[src/rtl/aes_sched_pkg.sv]
// Shared types and constants for the AES job scheduler.
package aes_sched_pkg;

  // Scheduler FSM states.
  typedef enum logic [1:0] {
    ST_IDLE = 2'd0,
    ST_RUN  = 2'd1,
    ST_RESP = 2'd2
  } state_t;

  // Per-requester operation codes.
  localparam logic OP_ENC = 1'b0;
  localparam logic OP_DEC = 1'b1;

  // Default number of cycles an engine is given before the job is abandoned.
  localparam int TIMEOUT_DEF = 64;

endpackage

[src/rtl/aes_core_sched_rr_arb2.sv]
// Two-input round-robin arbiter. When both inputs request, the one that was
// not granted last wins; the history only advances when the caller commits
// a grant through 'update'.
module rr_arb2 (
  input  logic       clk,
  input  logic       reset,
  input  logic [1:0] req,
  input  logic       update,
  output logic       valid,
  output logic       gnt_id
);

  logic last_q;

  // Choose the winner from the current requests and the last grant.
  always_comb begin
    // NOTE: every output gets a default first so no path leaves it unassigned,
    // which would otherwise infer a latch.
    valid  = |req;
    gnt_id = 1'b0;
    case (req)
      2'b01:   gnt_id = 1'b0;
      2'b10:   gnt_id = 1'b1;
      2'b11:   gnt_id = ~last_q;
      default: gnt_id = 1'b0;
    endcase
  end

  // Remember the last committed grant; reset value makes requester 0 win first.
  always_ff @(posedge clk or negedge reset) begin
    // NOTE: sequential state uses non-blocking assignments so every flop
    // samples pre-edge values regardless of statement order.
    if (!reset) begin
      last_q <= 1'b1;
    end else if (update && valid) begin
      last_q <= gnt_id;
    end
  end

endmodule

[src/rtl/aes_core_sched.sv]
// Schedules encrypt/decrypt jobs from two requesters onto a shared pair of
// AES engines: arbitrate, run one engine with a timeout, then acknowledge.
module aes_core_sched
  import aes_sched_pkg::*;
#(
  parameter int TIMEOUT = TIMEOUT_DEF
) (
  input  logic         clk,
  input  logic         reset,
  input  logic [1:0]   req,
  input  logic [1:0]   op,
  input  logic [127:0] din0,
  input  logic [127:0] din1,
  output logic [1:0]   gnt,
  output logic [1:0]   ack,
  output logic         err,
  output logic [127:0] dout,
  output logic         busy,
  output logic         en_aes,
  output logic         en_inv_aes,
  output logic [127:0] eng_din,
  input  logic         aes_done,
  input  logic         inv_done,
  input  logic [127:0] aes_dout,
  input  logic [127:0] inv_dout
);

  localparam logic [7:0] CNT_LAST = 8'(TIMEOUT - 1);

  state_t       state_q;
  logic [7:0]   cnt_q;
  logic         id_q;
  logic         op_q;
  logic         timed_q;

  logic         arb_valid;
  logic         arb_id;
  logic         arb_update;
  logic         sel_done;
  logic [127:0] sel_dout;

  assign arb_update = (state_q == ST_IDLE);

  rr_arb2 u_arb (
    .clk    (clk),
    .reset  (reset),
    .req    (req),
    .update (arb_update),
    .valid  (arb_valid),
    .gnt_id (arb_id)
  );

  // Only the engine that owns the current job may complete it.
  always_comb begin
    sel_done = (op_q == OP_DEC) ? inv_done : aes_done;
    sel_dout = (op_q == OP_DEC) ? inv_dout : aes_dout;
  end

  // Scheduler FSM with registered pulses, enables and data.
  always_ff @(posedge clk or negedge reset) begin
    if (!reset) begin
      state_q    <= ST_IDLE;
      cnt_q      <= '0;
      id_q       <= 1'b0;
      op_q       <= OP_ENC;
      timed_q    <= 1'b0;
      gnt        <= '0;
      ack        <= '0;
      err        <= 1'b0;
      dout       <= '0;
      busy       <= 1'b0;
      en_aes     <= 1'b0;
      en_inv_aes <= 1'b0;
      eng_din    <= '0;
    end else begin
      gnt <= '0;
      ack <= '0;
      err <= 1'b0;
      case (state_q)
        ST_IDLE: begin
          if (arb_valid) begin
            gnt        <= arb_id ? 2'b10 : 2'b01;
            id_q       <= arb_id;
            op_q       <= op[arb_id];
            eng_din    <= arb_id ? din1 : din0;
            en_aes     <= (op[arb_id] == OP_ENC);
            en_inv_aes <= (op[arb_id] == OP_DEC);
            cnt_q      <= '0;
            busy       <= 1'b1;
            state_q    <= ST_RUN;
          end
        end
        ST_RUN: begin
          // A completion in the last allowed cycle still beats the timeout.
          if (sel_done) begin
            dout       <= sel_dout;
            timed_q    <= 1'b0;
            en_aes     <= 1'b0;
            en_inv_aes <= 1'b0;
            state_q    <= ST_RESP;
          end else if (cnt_q == CNT_LAST) begin
            dout       <= '0;
            timed_q    <= 1'b1;
            en_aes     <= 1'b0;
            en_inv_aes <= 1'b0;
            state_q    <= ST_RESP;
          end else begin
            cnt_q <= cnt_q + 8'd1;
          end
        end
        ST_RESP: begin
          ack     <= id_q ? 2'b10 : 2'b01;
          err     <= timed_q;
          busy    <= 1'b0;
          state_q <= ST_IDLE;
        end
        default: state_q <= ST_IDLE;
      endcase
    end
  end

endmodule
[config.mk]
export PLATFORM = sky130hd
export DESIGN_NAME = aes_core_sched
export DESIGN_NICKNAME = d
export VERILOG_FILES = /design/src/rtl/aes_sched_pkg.sv /design/src/rtl/aes_core_sched_rr_arb2.sv /design/src/rtl/aes_core_sched.sv
export SDC_FILE = /design/constraint.sdc
export NUM_CORES = 1
export LEC_CHECK = 0
export BUFFER_PORTS_ARGS = -buffer_cell sky130_fd_sc_hd__buf_2
export CAP_MARGIN = 20
export CORE_AREA = 2 2 307 309
export CTS_BUF_LIST = sky130_fd_sc_hd__clkbuf_4 sky130_fd_sc_hd__clkbuf_8 sky130_fd_sc_hd__clkbuf_16
export DETAILED_ROUTE_END_ITERATION = 8
export DIE_AREA = 0 0 309 311
export GPL_ROUTABILITY_DRIVEN = 0
export HOLD_SLACK_MARGIN = 0.08
export SYNTH_ARGS = -nofsm -noshare
export SYNTH_HDL_FRONTEND = slang
export SYNTH_SLANG_ARGS = --single-unit
[constraint.sdc]
create_clock -name clk -period 1.55 [get_ports clk]
set_input_delay 0 -clock clk [delete_from_list [all_inputs] [get_ports clk]]
set_output_delay 0 -clock clk [all_outputs]
set_load 0.02 [all_outputs]
==> metrics.cfg <==
[min_path]
worstHoldStart = din1[97]
hold_depth = 4
hold_path_class = input port to flop
hold_path_end = eng_din[97]

[finish]
num-fill-cells = 9425
final_nets = 3038
flow.area_growth_from_synthesis_pct = 127
final_core_util_pct = 29.8
final_layout_size_suffix_gt1_share_pct = 49.1

[global_route]
grt_first_pass_wirelength_um = 117000
vias_in_the_first_global_route = 15797
gr-usage-all-layers_pct = 17.1
grt_start_max_net_pins = 69
overflow = 0
antenna_found_initial = 40

[cts]
numCtsBuffers = 37
clk_transition_reported_paths_ns = 0.06
tritoncts = built
clock-sinks = 278
clock_path_buffers = 3
cts_root_buf = sky130_fd_sc_hd__clkbuf_16
clk-insertion-delay-late_ns = 0.58
cts_max_level = 2

[logic_synthesis]
async_reset_ff_share_pct = 100
mappedNetlistNets = 1594
synth.cell_area_um2 = 12200
synthMostInstantiatedCell = sky130_fd_sc_hd__dfrtp_1
yosysSeqAreaShare_pct = 57.1
netlist-cell-type-count = 38
yosys_warnings = 0
post_synth_inst_count = 1073
synth-seq-cells = 278
synth_top_cell_area_share_pct = 56.9
synth_commonest_cells = sky130_fd_sc_hd__dfrtp_1, sky130_fd_sc_hd__nand2_1, sky130_fd_sc_hd__mux2i_1, sky130_fd_sc_hd__a22oi_1, sky130_fd_sc_hd__o2bb2ai_1
predominant_post_synthesis_flop_cell = sky130_fd_sc_hd__dfrtp_1
synth_top_cell_by_area = sky130_fd_sc_hd__dfrtp_1
ys_top_cells_by_area = sky130_fd_sc_hd__dfrtp_1, sky130_fd_sc_hd__mux2i_1, sky130_fd_sc_hd__o2bb2ai_1, sky130_fd_sc_hd__nand2_1, sky130_fd_sc_hd__a22oi_1
synthesis.area_per_instance_um2 = 11.4
synth-edff-count = 0

[pwr]
power_switching_w = 0.0229
internal_power_w = 0.0294
p_sw_share_pct = 43.8
power_per_cell_area_nw_per_um2 = 1890
vdd_drop_max_uv = 747
power_frac_seq_pct = 25.2
share_clk_of_total_power_pct = 18.3
cellLeakagePower_nw = 13.4
design_power_total_w = 0.0523
combinationalPowerShare_pct = 56.5

[detailed_routing]
detail_route.wirelength.met1_um = 35900
dr_wl_met2_um = 46500
initialDrtViolationCount = 1310
wl_met3_um = 7360
finalWirelength_um = 93700
wire_per_inst_um = 24.5
drt-vias-per-instance = 4.10
detail_route.first_pass.iterations = 5
ant_nets = 0
route.detailed.drc = 0
vias = 15644
highest_layer = met5

[sta]
peak_freq_ghz = 0.583
worst_pin_slew_ns = 0.517
postLayoutSetupSlackWorst_ns = -0.165
finalCriticalPeriod_ns = 1.71
timing.max_slew.rel_slack_pct = 65.4
layout_worst_path_cycle_share_pct = 111
finalHoldViolations = 0
final_max_slew_viol_count = 0
rsz0062_at_grt = yes
fin_skew_ns = 0.0246
setup_viol_count_final = 258

[floorplan]
die_x_um = 309
core_area_um2 = 92800
num_io_pins = 784
floorplan.die.height_um = 311
die-area_um2 = 96100
floorplan.initialDensity_pct = 13.1
placement_rows = 112

[critical_path]
setup.worst_path.start_class = flop
regToRegEndpoint = dout[65]
r2r_slack_ns = -0.16
reg2regPathDepth = 5
critical_path.reg2reg.startpoint = op_q
endpoint_kind = flop
path_class = flop to flop
worst_ep_required_time_ns = 1.99
worstPathArrival_ns = 2.15
critical_path.max_fanout = 16

[outcome]
status = finished with violations
failing_checks = negative setup slack

[placement]
hpwl_um = 63600
port_buffers = 783

[job]
max_capacitance_violation_count = 0

==> cells by family (layout without fill, tap and decap cells) <==
logic type,count (synthesis),count (layout),share of synthesized area (%)
adders and majority gates,1,1,0.103
buffers and inverters,91,1560,4.03
other,0,20,0
muxes,130,130,10.7
DFF,278,278,57.1
and+or+nand+nor,290,291,9.38
AOI/OAI and AO/OA,283,284,18.6
==> power groups by stage <==
stage | sequential [W] | combinational, W | clock [W]
after global placement | 0.0129 | 0.0224 | 0
after floorplan | 0.0167 | 0.00805 | 0
after global routing | 0.0135 | 0.0312 | 0.0101
final | 0.0132 | 0.0296 | 0.00958
after CTS | 0.0129 | 0.0252 | 0.00990
after detailed placement | 0.0129 | 0.0226 | 0
==> cell usage in the layout (no fill, tap or decap), drive strengths merged, types with 2 or more instances in the layout <==
cell type,instances
bufinv,7
o21ai,7
clkinvlp,3
mux2i,129
bufbuf,2
o2bb2ai,128
a21oi,5
a31oi,6
o21a,2
diode,20
clkinv,8
a41oi,2
nand2b,3
clkbuf,67
buf,948
nand3,2
a21o,2
a21boi,2
and2,2
nor2,7
inv,5
dlygate4sd3,520
a22oi,128
dfrtp,277
nand2,270
==> registers in the layout, indices dropped and copies added (netlist names) <==
signal,cells
ack,2
busy,1
cnt_q,8
dout,128
en_aes,1
en_inv_aes,1
eng_din,128
err,1
gnt,2
id_q,1
op_q,1
state_q,2
timed_q,1
u_arb.last_q,1
==> how the worst max path moves through the flow <==
stage / slack, ns / startpoint / endpoint
after global placement: -0.19 / state_q[1] / cnt_q[6]
after CTS: -0.14 / op_q / cnt_q[4]
final: -0.16 / op_q / dout[65]
after detailed placement: -0.20 / state_q[1] / cnt_q[4]
after global routing: -0.25 / op_q / cnt_q[4]
after floorplan: -0.09 / cnt_q[1] / cnt_q[4]
==> final cells by class <==
| class | instances | area (µm²) | area share [%] |
|---|---|---|---|
| repair buffers | 1490 | 11700 | 42.4 |
| flip-flops and latches | 278 | 6960 | 25.2 |
| multi-input cells | 706 | 5990 | 21.7 |
| well taps | 1254 | 1570 | 5.67 |
| clock buffers | 47 | 1030 | 3.71 |
| clock inverters | 19 | 312 | 1.13 |
| diodes | 20 | 50.0 | 0.181 |
| inverters | 4 | 17.5 | 0.0633 |
==> layer usage <==
metal | track usage (%) | vias to the layer above
met5 | 0 | -
met3 | 4.77 | 217
met4 | 5.35 | 16
met1 | 19.7 | 7607
li1 | - | 6867
met2 | 30.3 | 937
==> metrics by stage <==
stage                     instances  hold WS [ns]  setup WS (ns)  setup TNS (ns)  cell area, µm²
after global placement         3160        -0.112         -0.193          -13.25           18600
after CTS                      3763         0.142         -0.142          -13.57           25700
final                          3818         0.191         -0.165          -21.92           27700
after detailed placement       3160        -0.112         -0.202          -15.36           18600
after global routing           3816         0.168         -0.246          -40.65           27700
after floorplan                1073        -0.296        -0.0868           -1.73           12200
==> timing repair <==
| item | CTS | global route |
|---|---|---|
| cloned | 7 | 30 |
| hold endpoints to repair | 544 | 0 |
| pin swaps | 6 | 196 |
| hold buffers | 521 | 0 |
| buffers inserted | 9 | 17 |
| resized for setup | 76 | 227 |
| setup endpoints to repair | 255 | 267 |
==> worst max-delay path, stage by stage (launching register included) <==
cell and delay [ns]:
sky130_fd_sc_hd__dfrtp_4 0.41, sky130_fd_sc_hd__buf_4 0.24, sky130_fd_sc_hd__buf_12 0.21, sky130_fd_sc_hd__bufbuf_16 0.34, sky130_fd_sc_hd__mux2i_1 0.25, sky130_fd_sc_hd__o2bb2ai_1 0.11
No activity file was read; power rests on OpenSTA's default activity.
